<file path="src/rtl/triumph_if_stage_pkg.sv">
// Shared definitions for the triumph instruction-fetch stage.
//   INSTR_NOP      : word shown to ID when no instruction is buffered
//   BOOT_ADDR_DEF  : default reset PC
//   if_state_e     : fetch FSM states (IF_IDLE/IF_REQ/IF_WAIT/IF_FLUSH)
//   word_align()   : clears the two byte-offset bits of an address
package triumph_if_stage_pkg;

    localparam logic [31:0] INSTR_NOP     = 32'h0000_0013;
    localparam logic [31:0] BOOT_ADDR_DEF = 32'h0000_0000;

    typedef enum logic [1:0] {
        IF_IDLE  = 2'd0,
        IF_REQ   = 2'd1,
        IF_WAIT  = 2'd2,
        IF_FLUSH = 2'd3
    } if_state_e;

    function automatic logic [31:0] word_align(input logic [31:0] addr);
        return addr & ~32'h0000_0003;
    endfunction

endpackage

</file>
<file path="src/rtl/triumph_if_stage_fetch_fifo.sv">
// triumph_fetch_fifo: small synchronous FIFO holding {pc, instr} pairs.
// Ports:
//   clk_i, rst_i      clock / asynchronous active-high reset
//   flush_i           empties the FIFO; wins over push and pop of the same cycle
//   push_i, data_i    write side (accepted when not full, or full with a pop)
//   pop_i             read side (ignored when empty)
//   data_o            head entry, combinational from storage
//   empty_o           no entries
//   count_o           number of stored entries
module triumph_fetch_fifo #(
    parameter  int DEPTH = 2,
    parameter  int WIDTH = 64,
    localparam int AW    = $clog2(DEPTH),
    localparam int CW    = AW + 1
) (
    input  logic             clk_i,
    input  logic             rst_i,
    input  logic             flush_i,
    input  logic             push_i,
    input  logic [WIDTH-1:0] data_i,
    input  logic             pop_i,
    output logic [WIDTH-1:0] data_o,
    output logic             empty_o,
    output logic [CW-1:0]    count_o
);

    logic [WIDTH-1:0] mem_reg [DEPTH];
    logic [AW-1:0]    wr_ptr_reg;
    logic [AW-1:0]    rd_ptr_reg;
    logic [CW-1:0]    count_reg;
    logic             full;
    logic             push_ok;
    logic             pop_ok;
    logic [DEPTH-1:0] we_vec;

    assign empty_o = (count_reg == '0);
    assign full    = (count_reg == CW'(DEPTH));
    assign count_o = count_reg;
    assign push_ok = push_i & (~full | pop_i);
    assign pop_ok  = pop_i & ~empty_o;
    assign data_o  = mem_reg[rd_ptr_reg];

    // One write enable per entry; DEPTH is a power of two so the pointers wrap naturally.
    genvar gi;
    generate
        for (gi = 0; gi < DEPTH; gi++) begin : g_we
            assign we_vec[gi] = push_ok & ~flush_i & (wr_ptr_reg == AW'(gi));
        end
    endgenerate

    always_ff @(posedge clk_i) begin
        for (int i = 0; i < DEPTH; i++) begin
            if (we_vec[i]) begin
                mem_reg[i] <= data_i;
            end
        end
    end

    always_ff @(posedge clk_i or posedge rst_i) begin
        if (rst_i) begin
            wr_ptr_reg <= '0;
            rd_ptr_reg <= '0;
            count_reg  <= '0;
        end else if (flush_i) begin
            wr_ptr_reg <= '0;
            rd_ptr_reg <= '0;
            count_reg  <= '0;
        end else begin
            if (push_ok) begin
                wr_ptr_reg <= wr_ptr_reg + AW'(1);
            end
            if (pop_ok) begin
                rd_ptr_reg <= rd_ptr_reg + AW'(1);
            end
            count_reg <= count_reg + CW'(push_ok) - CW'(pop_ok);
        end
    end

endmodule

</file>
<file path="src/rtl/triumph_if_stage.sv">
// triumph_if_stage: instruction-fetch stage.
// Holds the PC, issues one outstanding word fetch at a time on a req/gnt/rvalid
// memory port, buffers returned words with their PC in a prefetch FIFO and
// presents the head to ID. A redirect from EX flushes the buffered stream.
// Ports:
//   clk_i, rst_i                  clock / asynchronous active-high reset
//   instr_req_o, instr_addr_o     fetch request and word-aligned address
//   instr_gnt_i                   memory accepted the request
//   instr_rvalid_i, instr_rdata_i read response
//   branch_valid_i, branch_addr_i redirect pulse and target
//   stall_i                       ID cannot accept this cycle
//   instr_valid_o, instr_data_o, pc_id_o   instruction to ID
module triumph_if_stage
    import triumph_if_stage_pkg::*;
#(
    parameter logic [31:0] BOOT_ADDR  = BOOT_ADDR_DEF,
    parameter int          FIFO_DEPTH = 2
) (
    input  logic        clk_i,
    input  logic        rst_i,
    output logic        instr_req_o,
    output logic [31:0] instr_addr_o,
    input  logic        instr_gnt_i,
    input  logic        instr_rvalid_i,
    input  logic [31:0] instr_rdata_i,
    input  logic        branch_valid_i,
    input  logic [31:0] branch_addr_i,
    input  logic        stall_i,
    output logic        instr_valid_o,
    output logic [31:0] instr_data_o,
    output logic [31:0] pc_id_o
);

    localparam int CW = $clog2(FIFO_DEPTH) + 1;

    if_state_e     state_reg, state_next;
    logic [31:0]   pc_reg, pc_next;
    logic [31:0]   req_pc_reg, req_pc_next;   // PC of the fetch currently in flight

    logic          fifo_push;
    logic          fifo_flush;
    logic          fifo_pop;
    logic [63:0]   fifo_head;
    logic          fifo_empty;
    logic [CW-1:0] fifo_count;

    logic          inflight;
    logic          issue_ok;
    logic          issue_ok_after_push;

    // A fetch is outstanding exactly while waiting for its response (live or stale).
    assign inflight = (state_reg == IF_WAIT) || (state_reg == IF_FLUSH);
    assign issue_ok = (int'(fifo_count) + int'(inflight)) < FIFO_DEPTH;
    // Occupancy after this cycle's push and pop, with the response retiring the in-flight slot.
    assign issue_ok_after_push = (int'(fifo_count) + 1 - int'(fifo_pop)) < FIFO_DEPTH;

    assign fifo_pop = instr_valid_o & ~stall_i;

    triumph_fetch_fifo #(
        .DEPTH (FIFO_DEPTH),
        .WIDTH (64)
    ) u_fifo (
        .clk_i   (clk_i),
        .rst_i   (rst_i),
        .flush_i (fifo_flush),
        .push_i  (fifo_push),
        .data_i  ({req_pc_reg, instr_rdata_i}),
        .pop_i   (fifo_pop),
        .data_o  (fifo_head),
        .empty_o (fifo_empty),
        .count_o (fifo_count)
    );

    // State register
    always_ff @(posedge clk_i or posedge rst_i) begin
        if (rst_i) begin
            state_reg  <= IF_REQ;
            pc_reg     <= BOOT_ADDR;
            req_pc_reg <= BOOT_ADDR;
        end else begin
            state_reg  <= state_next;
            pc_reg     <= pc_next;
            req_pc_reg <= req_pc_next;
        end
    end

    // Next-state logic
    always_comb begin
        state_next  = state_reg;
        pc_next     = pc_reg;
        req_pc_next = req_pc_reg;
        fifo_push   = 1'b0;
        fifo_flush  = 1'b0;

        unique case (state_reg)
            IF_IDLE: begin
                if (issue_ok) begin
                    state_next = IF_REQ;
                end
            end
            IF_REQ: begin
                if (instr_gnt_i) begin
                    req_pc_next = pc_reg;
                    pc_next     = pc_reg + 32'd4;
                    state_next  = IF_WAIT;
                end
            end
            IF_WAIT: begin
                if (instr_rvalid_i) begin
                    fifo_push  = 1'b1;
                    state_next = issue_ok_after_push ? IF_REQ : IF_IDLE;
                end
            end
            IF_FLUSH: begin
                if (instr_rvalid_i) begin
                    state_next = IF_REQ;
                end
            end
            default: state_next = IF_REQ;
        endcase

        // A redirect overrides everything above: the stream restarts at the target,
        // and a fetch already granted must have its response swallowed in FLUSH.
        if (branch_valid_i) begin
            fifo_flush = 1'b1;
            fifo_push  = 1'b0;
            pc_next    = word_align(branch_addr_i);
            unique case (state_reg)
                IF_IDLE:  state_next = IF_REQ;
                IF_REQ:   state_next = instr_gnt_i ? IF_FLUSH : IF_REQ;
                IF_WAIT:  state_next = instr_rvalid_i ? IF_REQ : IF_FLUSH;
                IF_FLUSH: state_next = instr_rvalid_i ? IF_REQ : IF_FLUSH;
                default:  state_next = IF_REQ;
            endcase
        end
    end

    // Outputs
    always_comb begin
        instr_req_o   = (state_reg == IF_REQ) && !rst_i;
        instr_addr_o  = pc_reg;
        instr_valid_o = ~fifo_empty;
        instr_data_o  = fifo_empty ? INSTR_NOP : fifo_head[31:0];
        pc_id_o       = fifo_empty ? 32'h0 : fifo_head[63:32];
    end

endmodule

</file>
<file path="config.mk">
export PLATFORM = sky130hd
export DESIGN_NAME = triumph_if_stage
export DESIGN_NICKNAME = d
export VERILOG_FILES = /design/src/rtl/triumph_if_stage_pkg.sv /design/src/rtl/triumph_if_stage_fetch_fifo.sv /design/src/rtl/triumph_if_stage.sv
export SDC_FILE = /design/constraint.sdc
export NUM_CORES = 1
export LEC_CHECK = 0
export BUFFER_PORTS_ARGS = -buffer_cell sky130_fd_sc_hd__buf_2
export CAP_MARGIN = 25
export CORE_AREA = 2 2 131 133
export DETAILED_ROUTE_END_ITERATION = 8
export DIE_AREA = 0 0 133 135
export PLACE_DENSITY = 0.79
export SYNTH_ARGS = -nofsm -noshare
export SYNTH_HDL_FRONTEND = slang
export SYNTH_SLANG_ARGS = --single-unit
</file>
<file path="constraint.sdc">
create_clock -name clk_i -period 3.95 [get_ports clk_i]
set_input_delay 0.1975 -clock clk_i [delete_from_list [all_inputs] [get_ports clk_i]]
set_output_delay 0.1975 -clock clk_i [all_outputs]
set_load 0.03 [all_outputs]
</file>
=== Word-level counts from Yosys, hierarchy flattened ===
Memory sizes are Yosys's and may differ from the RTL's.
Index checks and enable logic that the tools add are counted.

* Reduce and logical (&&, ||, !) cells: 14
* $lt $le $gt $ge: 2
* Muxes and demuxes: 31
* Equal/unequal tests: 8
* Bitwise gates (word level): 12
* $add $sub $neg: 8

{| class="wikitable"
|+ Operator list
! operator !! count
|-
| $mux 32 || 5
|-
| $mux 64 || 1
|-
| $reduce_or 64->1 || 1
|-
| $add 32x3->32 const B || 1
|-
| $mux 2 || 8
|-
| $mux 1 || 15
|-
| $ne 3x3->1 const B || 4
|-
| $pmux 2 s4 || 1
|-
| $reduce_bool 2->1 || 4
|-
| $and 1x1->1 || 6
|-
| $eq 2x2->1 const B || 3
|-
| $pmux 2 s3 || 1
|-
| $not 1->1 || 5
|-
| $logic_not 2->1 || 2
|-
| $lt 4x3->1 const B || 1
|-
| $reduce_and 2->1 || 2
|-
| $reduce_and 4->1 || 1
|-
| $sub 3x1->4 || 1
|-
| $add 2x1->3 || 1
|-
| $add 2x1->3 const B || 1
|-
| $lt 3x2->1 const B || 1
|-
| $add 1x1->1 const B || 2
|-
| $add 2x1->2 || 1
|-
| $eq 2x1->1 const B || 1
|-
| 6 further kinds || 6
|}

* Memories: 1
* Output and inout port bits: 98
* Memory bits (writable): 128
* Register bits after elaboration: 70

{| class="wikitable"
|+ Memories
! memory !! depth !! bits a word !! read ports !! clocked after Yosys merged registers in !! write ports !! line !! RTL
|-
| u_fifo.mem_reg || 2 || 64 || 1 || 0 || 1 || triumph_if_stage_fetch_fifo.sv:27 || <nowiki>logic [WIDTH-1:0] mem_reg [DEPTH];</nowiki>
|}

=== Logic depth before layout (Yosys ltp) ===
Gate-level depths: netlist of the first run.

* Depth in word-level cells: 11
* Gate-level depth with buffers: 8

=== Hierarchy ===
A second synthesis of the first run with hierarchy kept.

* Cells, all modules: 646
* Area total of the unflattened synthesis: 8356.8 µm²

{| class="wikitable"
|+ By module, submodules not included
! module !! seq. area each (µm²) !! cells an instance !! instances !! area each (µm²)
|-
| triumph_fetch_fifo || 3943.8 || 222 || 1 || 4859.7
|-
| triumph_if_stage || 1552.7 || 424 || 1 || 3497.1
|}

=== Worst setup path before layout of the first run ===
No wires, ideal clock.

* Kind: register -> register
* From: reg state_reg[0]
* To: mem u_fifo.mem_reg[0][0] (enable)
* Data required time: 3.468 ns
* Setup time: 0.482 ns
* Path slack: 0.050 ns
* Period minus slack after synthesis: 3.900 ns
* Stages on the path, launching flop included: 4
* Data arrival time: 3.418 ns
* Cell sequence: dfstp_2 nor4bb_1 nand2_1 nor2_1

* Elaborated cells on any way between the ends: 14

{| class="wikitable"
|+ RTL lines
! what !! line !! RTL
|-
| from (decl) || triumph_if_stage.sv:36 || <nowiki>if_state_e state_reg, state_next;</nowiki>
|-
| from (signal assigned) || triumph_if_stage.sv:81 || <nowiki>state_reg <= state_next;</nowiki>
|-
| $eq 2x2->1 || triumph_if_stage.sv:95 || <nowiki>unique case (state_reg)</nowiki>
|-
| $mux 1 || triumph_if_stage.sv:95 ||
|-
| $mux 1 || triumph_if_stage.sv:124 || <nowiki>if (branch_valid_i) begin</nowiki>
|-
| $and 1x1->1 || triumph_if_stage_fetch_fifo.sv:39 || <nowiki>assign push_ok = push_i & (~full | pop_i);</nowiki>
|-
| $and 1x1->1 (2 in series) || triumph_if_stage_fetch_fifo.sv:47 || <nowiki>assign we_vec[gi] = push_ok & ~flush_i & (wr_ptr_reg == AW'(gi));</nowiki>
|-
| named net u_fifo.we_vec[0] || triumph_if_stage_fetch_fifo.sv:34 || <nowiki>logic [DEPTH-1:0] we_vec;</nowiki>
|-
| $mux 1 || triumph_if_stage_fetch_fifo.sv:53 || <nowiki>if (we_vec[i]) begin</nowiki>
|-
| $mux 1 (implied by the code) || triumph_if_stage_fetch_fifo.sv:54 || <nowiki>mem_reg[i] <= data_i;</nowiki>
|-
| $mux 1 (no source line) || n/a ||
|-
| to (decl) || triumph_if_stage_fetch_fifo.sv:27 ||
|}

The timed path passes the listed nets, and every way through them passes these cells.

=== Final worst setup path of the first run ===
* From: reg u_fifo.count_reg[1], in the netlist u_fifo.count_o[1]
* To: out instr_data_o[4]

* Cells in the longest elaborated chain, start to end: 2

{| class="wikitable"
|+ Ends and longest elaborated chain
! what !! line !! RTL
|-
| from (decl) || triumph_if_stage_fetch_fifo.sv:30 || <nowiki>logic [CW-1:0] count_reg;</nowiki>
|-
| from (signal assigned) || triumph_if_stage_fetch_fifo.sv:75 || <nowiki>count_reg <= count_reg + CW'(push_ok) - CW'(pop_ok);</nowiki>
|-
| $logic_not 2->1 || triumph_if_stage_fetch_fifo.sv:36 || <nowiki>assign empty_o = (count_reg == '0);</nowiki>
|-
| $mux 32 || triumph_if_stage.sv:143 || <nowiki>instr_data_o = fifo_empty ? INSTR_NOP : fifo_head[31:0];</nowiki>
|-
| to (decl) || triumph_if_stage.sv:30 || <nowiki>output logic [31:0] instr_data_o,</nowiki>
|}

No other way between the ends.

==> results by group, run 1 <==
Floorplan
  • Die outline height: 135 um
  • IO Pins: 168
  • Core ar.: 16410 um2
  • # rows: 47
  • Die area: 17960 um2
  • Die Wd: 133 um
  • Starting Density: 48.54%

Timing
  • Fin. max-slew vios: 0
  • Worst-margin pin slew: 0.9464 ns
  • Fin crit period: 2.424 ns
  • F_max: 412.5 MHz
  • # setup viols final: 0
  • Worst setup slack after layout: 1.526 ns
  • Final period util: 61.37%
  • Hold_ws: 0.02632 ns
  • Post-route setup TNS: 0 ns
  • Worst rel slew slack: 36.84%
  • Clk_skew: 0.008212 ns
  • RSZ-0062 raised after global routing: no
  • Final Hold Viols: 0

Route
  • # DRC: 0
  • Vias: 5378
  • Iter 0 DRT Violations: 236
  • Drt total wl: 16.78 mm
  • Via density: 5.247
  • First drt pass iteration count: 5
  • Routed Antenna Nets: 0
  • Routed wire per std cell: 16.37 um

Global route
  • GR Util All Layers: 18.96%
  • First-pass GRT wire length: 26.59 mm
  • Initial antenna violation count: 0
  • Number of global-route vias before repair: 5280
  • Grt ovf: 0
  • Largest net degree at the start of global routing: 67

Power and ir drop
  • PD cells: 633.0 nW/um2
  • Switching share of total power: 37.26%
  • Power Total: 6.370 mW
  • P_leak: 3.915 nW
  • Psw: 2.374 mW
  • Combinational share of power: 33.7%
  • Internal power: 3.996 mW
  • Clock power frac: 25.4%
  • Peak supply drop: 0.3446 mV
  • Register share of total power: 40.9%

Logic synthesis
  • Synth async-reset ratio: 34.74%
  • Yosys reg bits: 190
  • Mapped cell area: 7964 um2
  • Cells after Synth: 589
  • Yosys warns: 0
  • Register area share after synthesis: 67.51%
  • Post-Syn Area per Cell: 13.52 um2
  • Yosys cell types: 46
  • Post-synth EDFFs: 124
  • Ys flop type: edfxtp_1

Placed design
  • IO buf count: 161
  • Gp weighted congestion: 0.8080
  • Cell Area, Placed: 8985 um2
  • DPL Wire Length: 10.62 mm
  • Placed insts: 944
  • Dpl ws: 1.629 ns

Layout
  • Multi-input gate area: 2425 um2
  • Final core utilization: 61.34%
  • Synth-to-layout area growth: 26.36%
  • Fin cells: 1025
  • Final instance area: 10060 um2
  • Max reg flops: 124
  • Fillcell total: 1258
  • Layout cell share with drive strength beyond 1: 29.19%
  • Most common cell after layout, fill and taps aside: buf_2
  • Reg area: 5380 um2
  • Most frequent cells in the layout: buf_2 (161), edfxtp_1 (124), nor2_1 (78), dfrtp_1 (64), mux2i_1 (63)
  • # diodes: 0
  • Fin nets: 866

Clock network
  • Post-CTS resize count: 0
  • CTS tree: built
  • Clock buffer depth: 2
  • CTS Sinks: 190
  • Clk_lat worst skew: 0.42 ns
  • H-tree depth: 4
  • Clock Pin Slew Worst Setup and Hold Paths: 0.07 ns
  • CTS root buf: clkbuf_16
  • Num CTS Buffers: 17

Critical path
  • Max Fanout on Critical Path: 45
  • Critical path launch point type: register
  • Worst path arrival time: 2.23 ns
  • FF-to-FF Start: instr_addr_o[3]
  • CP Launch Point: u_fifo.count_o[1]
  • Kind of critical path: reg2out
  • Worst Setup End Kind: output port
  • Reg2Reg Setup Slack: 1.59 ns
  • Worst EP required: 3.75 ns

Hold path
  • HP Class: in2async

Flow run
  • Total of max-cap violations: 0

Status
  • Status: finished clean
cell type report:
type                       instances  share of cell area [%]
multi-input combinational        356                   24.10
sequential                       190                   53.46
inverter                          11                  0.4103
clock inverter                    10                  0.7336
clock buffer                      22                   4.936
tap                              220                   2.735
timing repair buffer             216                   13.63
cells in the mapped netlist, drive strengths merged (3+ instances only):
library cell,count,area share (%)
edfxtp,124,47
nor2,80,3.8
dfrtp,65,20
mux2i,63,7.9
nand2,31,1.5
clkbuf,28,1.3
mux2,27,3.8
nand3,19,1.2
o21ai,19,1.2
nand4,13,1.1
a31oi,11,0.86
inv,11,0.52
o31ai,10,0.94
o311ai,9,0.99
or4,8,0.75
buf,7,0.55
xnor2,6,0.66
xor2,6,0.66
and3,5,0.39
and4,5,0.55
or3,5,0.39
ha,4,0.63
nor2b,4,0.31
a21oi,3,0.19
or2,3,0.24
worst max-delay path: stages, from the launching register on:
cell	delay, ns
dfrtp_1	0.45
nor2_4	0.40
buf_4	0.51
inv_1	0.16
nand2_1	0.09
buf_2	0.19
per-layer routing:
| layer | GRT usage (%) | part of all wire (%) | vias to the layer above |
|---|---|---|---|
| li1 | - | - | 2587 |
| met1 | 25.11 | 43 | 2615 |
| met2 | 31.84 | 50 | 160 |
| met3 | 3.566 | 5.1 | 16 |
| met4 | 6.332 | 1.2 | 0 |
| met5 | 0 | 0 | - |
power by group through the flow:
stage	sequential [mW]	combinational [mW]	clock, mW
floorplan	2.58	1.53	0
CTS	2.70	2.06	1.65
global route	2.64	2.30	1.73
global placement	2.71	1.99	0
detailed placement	2.73	2.01	0
finish	2.61	2.15	1.62
final timing paths:
check / end / cells past startpoint
setup / recovery: instr_data_o[4] / 5
hold / removal: instr_addr_o[5] / 3
setup reg to reg: instr_addr_o[30] / 5
hold reg to reg: u_fifo.mem_reg[1][53] / 0
max in group asynchronous: u_fifo.rd_ptr_reg / 3
min in group clk_i: instr_addr_o[11] / 3
logic make-up after synthesis:
kind of cell | Yosys count | share of synthesized area [%]
DFF | 190 | 67.51
and+or+nand+nor | 188 | 11.58
muxes | 90 | 11.74
AOI/OAI and AO/OA | 58 | 4.792
buffers and inverters | 46 | 2.388
xor gates and xnor gates | 12 | 1.320
adders and majority gates | 4 | 0.6285
other | 1 | 0.04709
timing repair:
action / 4_1_cts / 5_1_grt
buffers inserted: 0 / 0
endpoints found under the hold margin: 80 / 0
hold buffers: 48 / 0
endpoints found under the setup margin: 0 / 0
No activity file was read; power rests on OpenSTA's default activity.
==> run 2, diff against run 1 <==
==> constraint.sdc (replaced) <==
create_clock -name clk_i -period 2.1 [get_ports clk_i]
set_input_delay 0.105 -clock clk_i [delete_from_list [all_inputs] [get_ports clk_i]]
set_output_delay 0.105 -clock clk_i [all_outputs]
set_load 0.03 [all_outputs]
==> run 2 against run 1 <==
Against the previous run: sequential power grew 85%; count of clock-buffer cells in the layout grew 1; clock skew rose by 0.0010 ns; global-route usage grew 0.73 points; non-clock buffer count up 36; power rose by 89%; die area stayed put; largest cell class unchanged.
==> results by group, run 2 (synthesis results as in run 1) <==
Critical path
  • FF-to-FF Start: state_reg[0] (was instr_addr_o[3])
  • Worst EP required: 2.45 ns (was 3.75 ns)
  • Worst path arrival time: 2.30 ns (was 2.23 ns)
  • Worst Setup End Kind: register (was output port)
  • CP Launch Point: state_reg[0] (was u_fifo.count_o[1])
  • Reg2Reg Setup Slack: 0.15 ns (was 1.59 ns)
  • Worst setup path end: instr_addr_o[24] (was instr_data_o[4])
  • Critical R2R Capture: instr_addr_o[24] (was instr_addr_o[30])
  • Critical path launch point type: register (unchanged)
  • FF-to-FF path depth: 5 (unchanged)
  • Kind of critical path: reg2reg (was reg2out)
  • Max Fanout on Critical Path: 17 (was 45)

Power and ir drop
  • P_leak: 4.071 nW (was 3.915 nW)
  • Power Total: 12.04 mW (was 6.370 mW)
  • PD cells: 1159 nW/um2 (was 633.0 nW/um2)
  • Peak supply drop: 0.6670 mV (was 0.3446 mV)

Timing
  • Final period util: 92.70%
  • RSZ-0062 raised after global routing: no (unchanged)
  • Final Hold Viols: 0 (unchanged)
  • Worst rel slew slack: 57.17% (was 36.84%)
  • Fin. max-slew vios: 0 (unchanged)
  • Worst setup slack after layout: 0.1532 ns (was 1.526 ns)
  • Post-route setup TNS: 0 ns (unchanged)
  • Clk_skew: 0.009244 ns (was 0.008212 ns)
  • # setup viols final: 0 (unchanged)
  • Worst-margin pin slew: 0.6417 ns (was 0.9464 ns)
  • F_max: 513.7 MHz
  • Fin crit period: 1.947 ns

Floorplan
  • Starting Density: 48.54% (unchanged)
  • Die Wd: 133 um (unchanged)
  • # rows: 47 (unchanged)
  • Core ar.: 16410 um2 (unchanged)
  • IO Pins: 168 (unchanged)
  • Die outline height: 135 um (unchanged)
  • Die area: 17960 um2 (unchanged)

Route
  • Vias: 5544 (was 5378)
  • Routed Antenna Nets: 0 (unchanged)
  • Via density: 5.225 (was 5.247)
  • First drt pass iteration count: 4 (was 5)
  • Routed wire per std cell: 16.41 um (was 16.37 um)
  • Iter 0 DRT Violations: 338 (was 236)
  • Drt total wl: 17.41 mm (was 16.78 mm)
  • # DRC: 0 (unchanged)

Clock network
  • Num CTS Buffers: 17 (unchanged)
  • Post-CTS setup repair buffer count: 0 (unchanged)
  • H-tree depth: 4 (unchanged)
  • CTS tree: built (unchanged)
  • CTS root buf: clkbuf_16 (unchanged)
  • Clock buffer depth: 2 (unchanged)
  • Clock Pin Slew Worst Setup and Hold Paths: 0.07 ns (about the same)
  • Clk_lat worst skew: 0.42 ns (about the same)
  • CTS Sinks: 190 (unchanged)

Global route
  • Number of global-route vias before repair: 5396 (was 5280)
  • Initial antenna violation count: 0 (unchanged)
  • GR Util All Layers: 19.68% (was 18.96%)
  • First-pass GRT wire length: 27.19 mm (was 26.59 mm)
  • Grt ovf: 0 (unchanged)
  • Largest net degree at the start of global routing: 63 (was 67)

Layout
  • Final core utilization: 63.33% (was 61.34%)
  • Max reg flops: 124 (unchanged)
  • Fin cells: 1061 (was 1025)
  • Most frequent cells in the layout: buf_2 (161), edfxtp_1 (124), nor2_1 (78), dlygate4sd3_1 (64), dfrtp_1 (64) (was buf_2 (161), edfxtp_1 (124), nor2_1 (78), dfrtp_1 (64), mux2i_1 (63))
  • # diodes: 0 (unchanged)
  • Fin nets: 902 (was 866)
  • Layout cell share with drive strength beyond 1: 29.96% (was 29.19%)
  • Reg area: 5380 um2 (unchanged)
  • Synth-to-layout area growth: 30.46% (was 26.36%)
  • Multi-input gate area: 2430 um2 (was 2425 um2)
  • Fillcell total: 1235 (was 1258)
  • Most common cell after layout, fill and taps aside: buf_2 (unchanged)

Placed design
  • DPL Wire Length: 11.12 mm (was 10.62 mm)
  • Gp weighted congestion: 0.8283 (was 0.8080)
  • Placed insts: 965 (was 944)
  • Dpl ws: 0.1503 ns (was 1.629 ns)
  • IO buf count: 161 (unchanged)

Flow run
  • Total of max-cap violations: 0 (unchanged)

Status
  • Status: finished clean (unchanged)

Hold path
  • HP Class: in2reg (was in2async)
## run 2: cell count changes in the layout (fill, tap and decap cells not counted), sizes merged
cell         previous run  this run
dlygate4sd3            48        64
clkbuf                 22        23
clkinv                  4         5
buf                   168       188
inv                    15        13
## run 2: layer usage
metal,vias up,share of wire (%),GRT usage (%)
li1,2664,-,-
met1,2690,43,25.27
met2,169,50,33.25
met3,21,4.9,3.979
met4,0,1.9,7.587
met5,-,0,0
## run 2: cell type report
cell class	instances	share of cell area, %
clock buffers	23	4.612
clock inverters	9	0.5780
inverters	11	0.3974
multi-input cells	356	23.39
flip-flops and latches	190	51.78
well taps	220	2.649
repair buffers	252	16.59
## run 2: stage by stage
stage / hold slack, ns / area [um2]
after floorplan: 0.2014 / 7984
after global placement: 0.06372 / 9205
after detailed placement: 0.06254 / 9205
after CTS: 0.03624 / 10390
after global routing: 0.05579 / 10390
final: 0.05885 / 10390
## run 2: worst max-delay path, stage by stage (launching register included)
cell and delay (ns):
dfstp_2 0.58, and4b_1 0.31, nand3_1 0.09, buf_4 0.20, or4_1 0.51, a31oi_1 0.17
## run 2: timing repair
action / in CTS / in global routing
setup endpoints to repair: 0 / 1
endpoints found under the hold margin: 160 / 0
gates resized for setup: 0 / 1
hold buffers: 64 / 0
## run 2: report_power, final
| part | internal (mW) | switching, mW | total, mW |
|---|---|---|---|
| sequential | 4.45 | 0.368 | 4.82 |
| clock | 1.61 | 1.32 | 2.94 |
| combinational | 1.49 | 2.79 | 4.28 |
| total | 7.56 | 4.48 | 12.0 |
## run 2: worst min-delay path by stage
| stage | start | endpoint | cells past startpoint |
|---|---|---|---|
| after global placement | rst_i | instr_addr_o[6] | 2 |
| after detailed placement | rst_i | instr_addr_o[6] | 2 |
| after floorplan | instr_rvalid_i | state_reg[1] | 1 |
| final | stall_i | u_fifo.rd_ptr_reg | 4 |
| after global routing | stall_i | u_fifo.rd_ptr_reg | 4 |
| after CTS | stall_i | u_fifo.rd_ptr_reg | 4 |
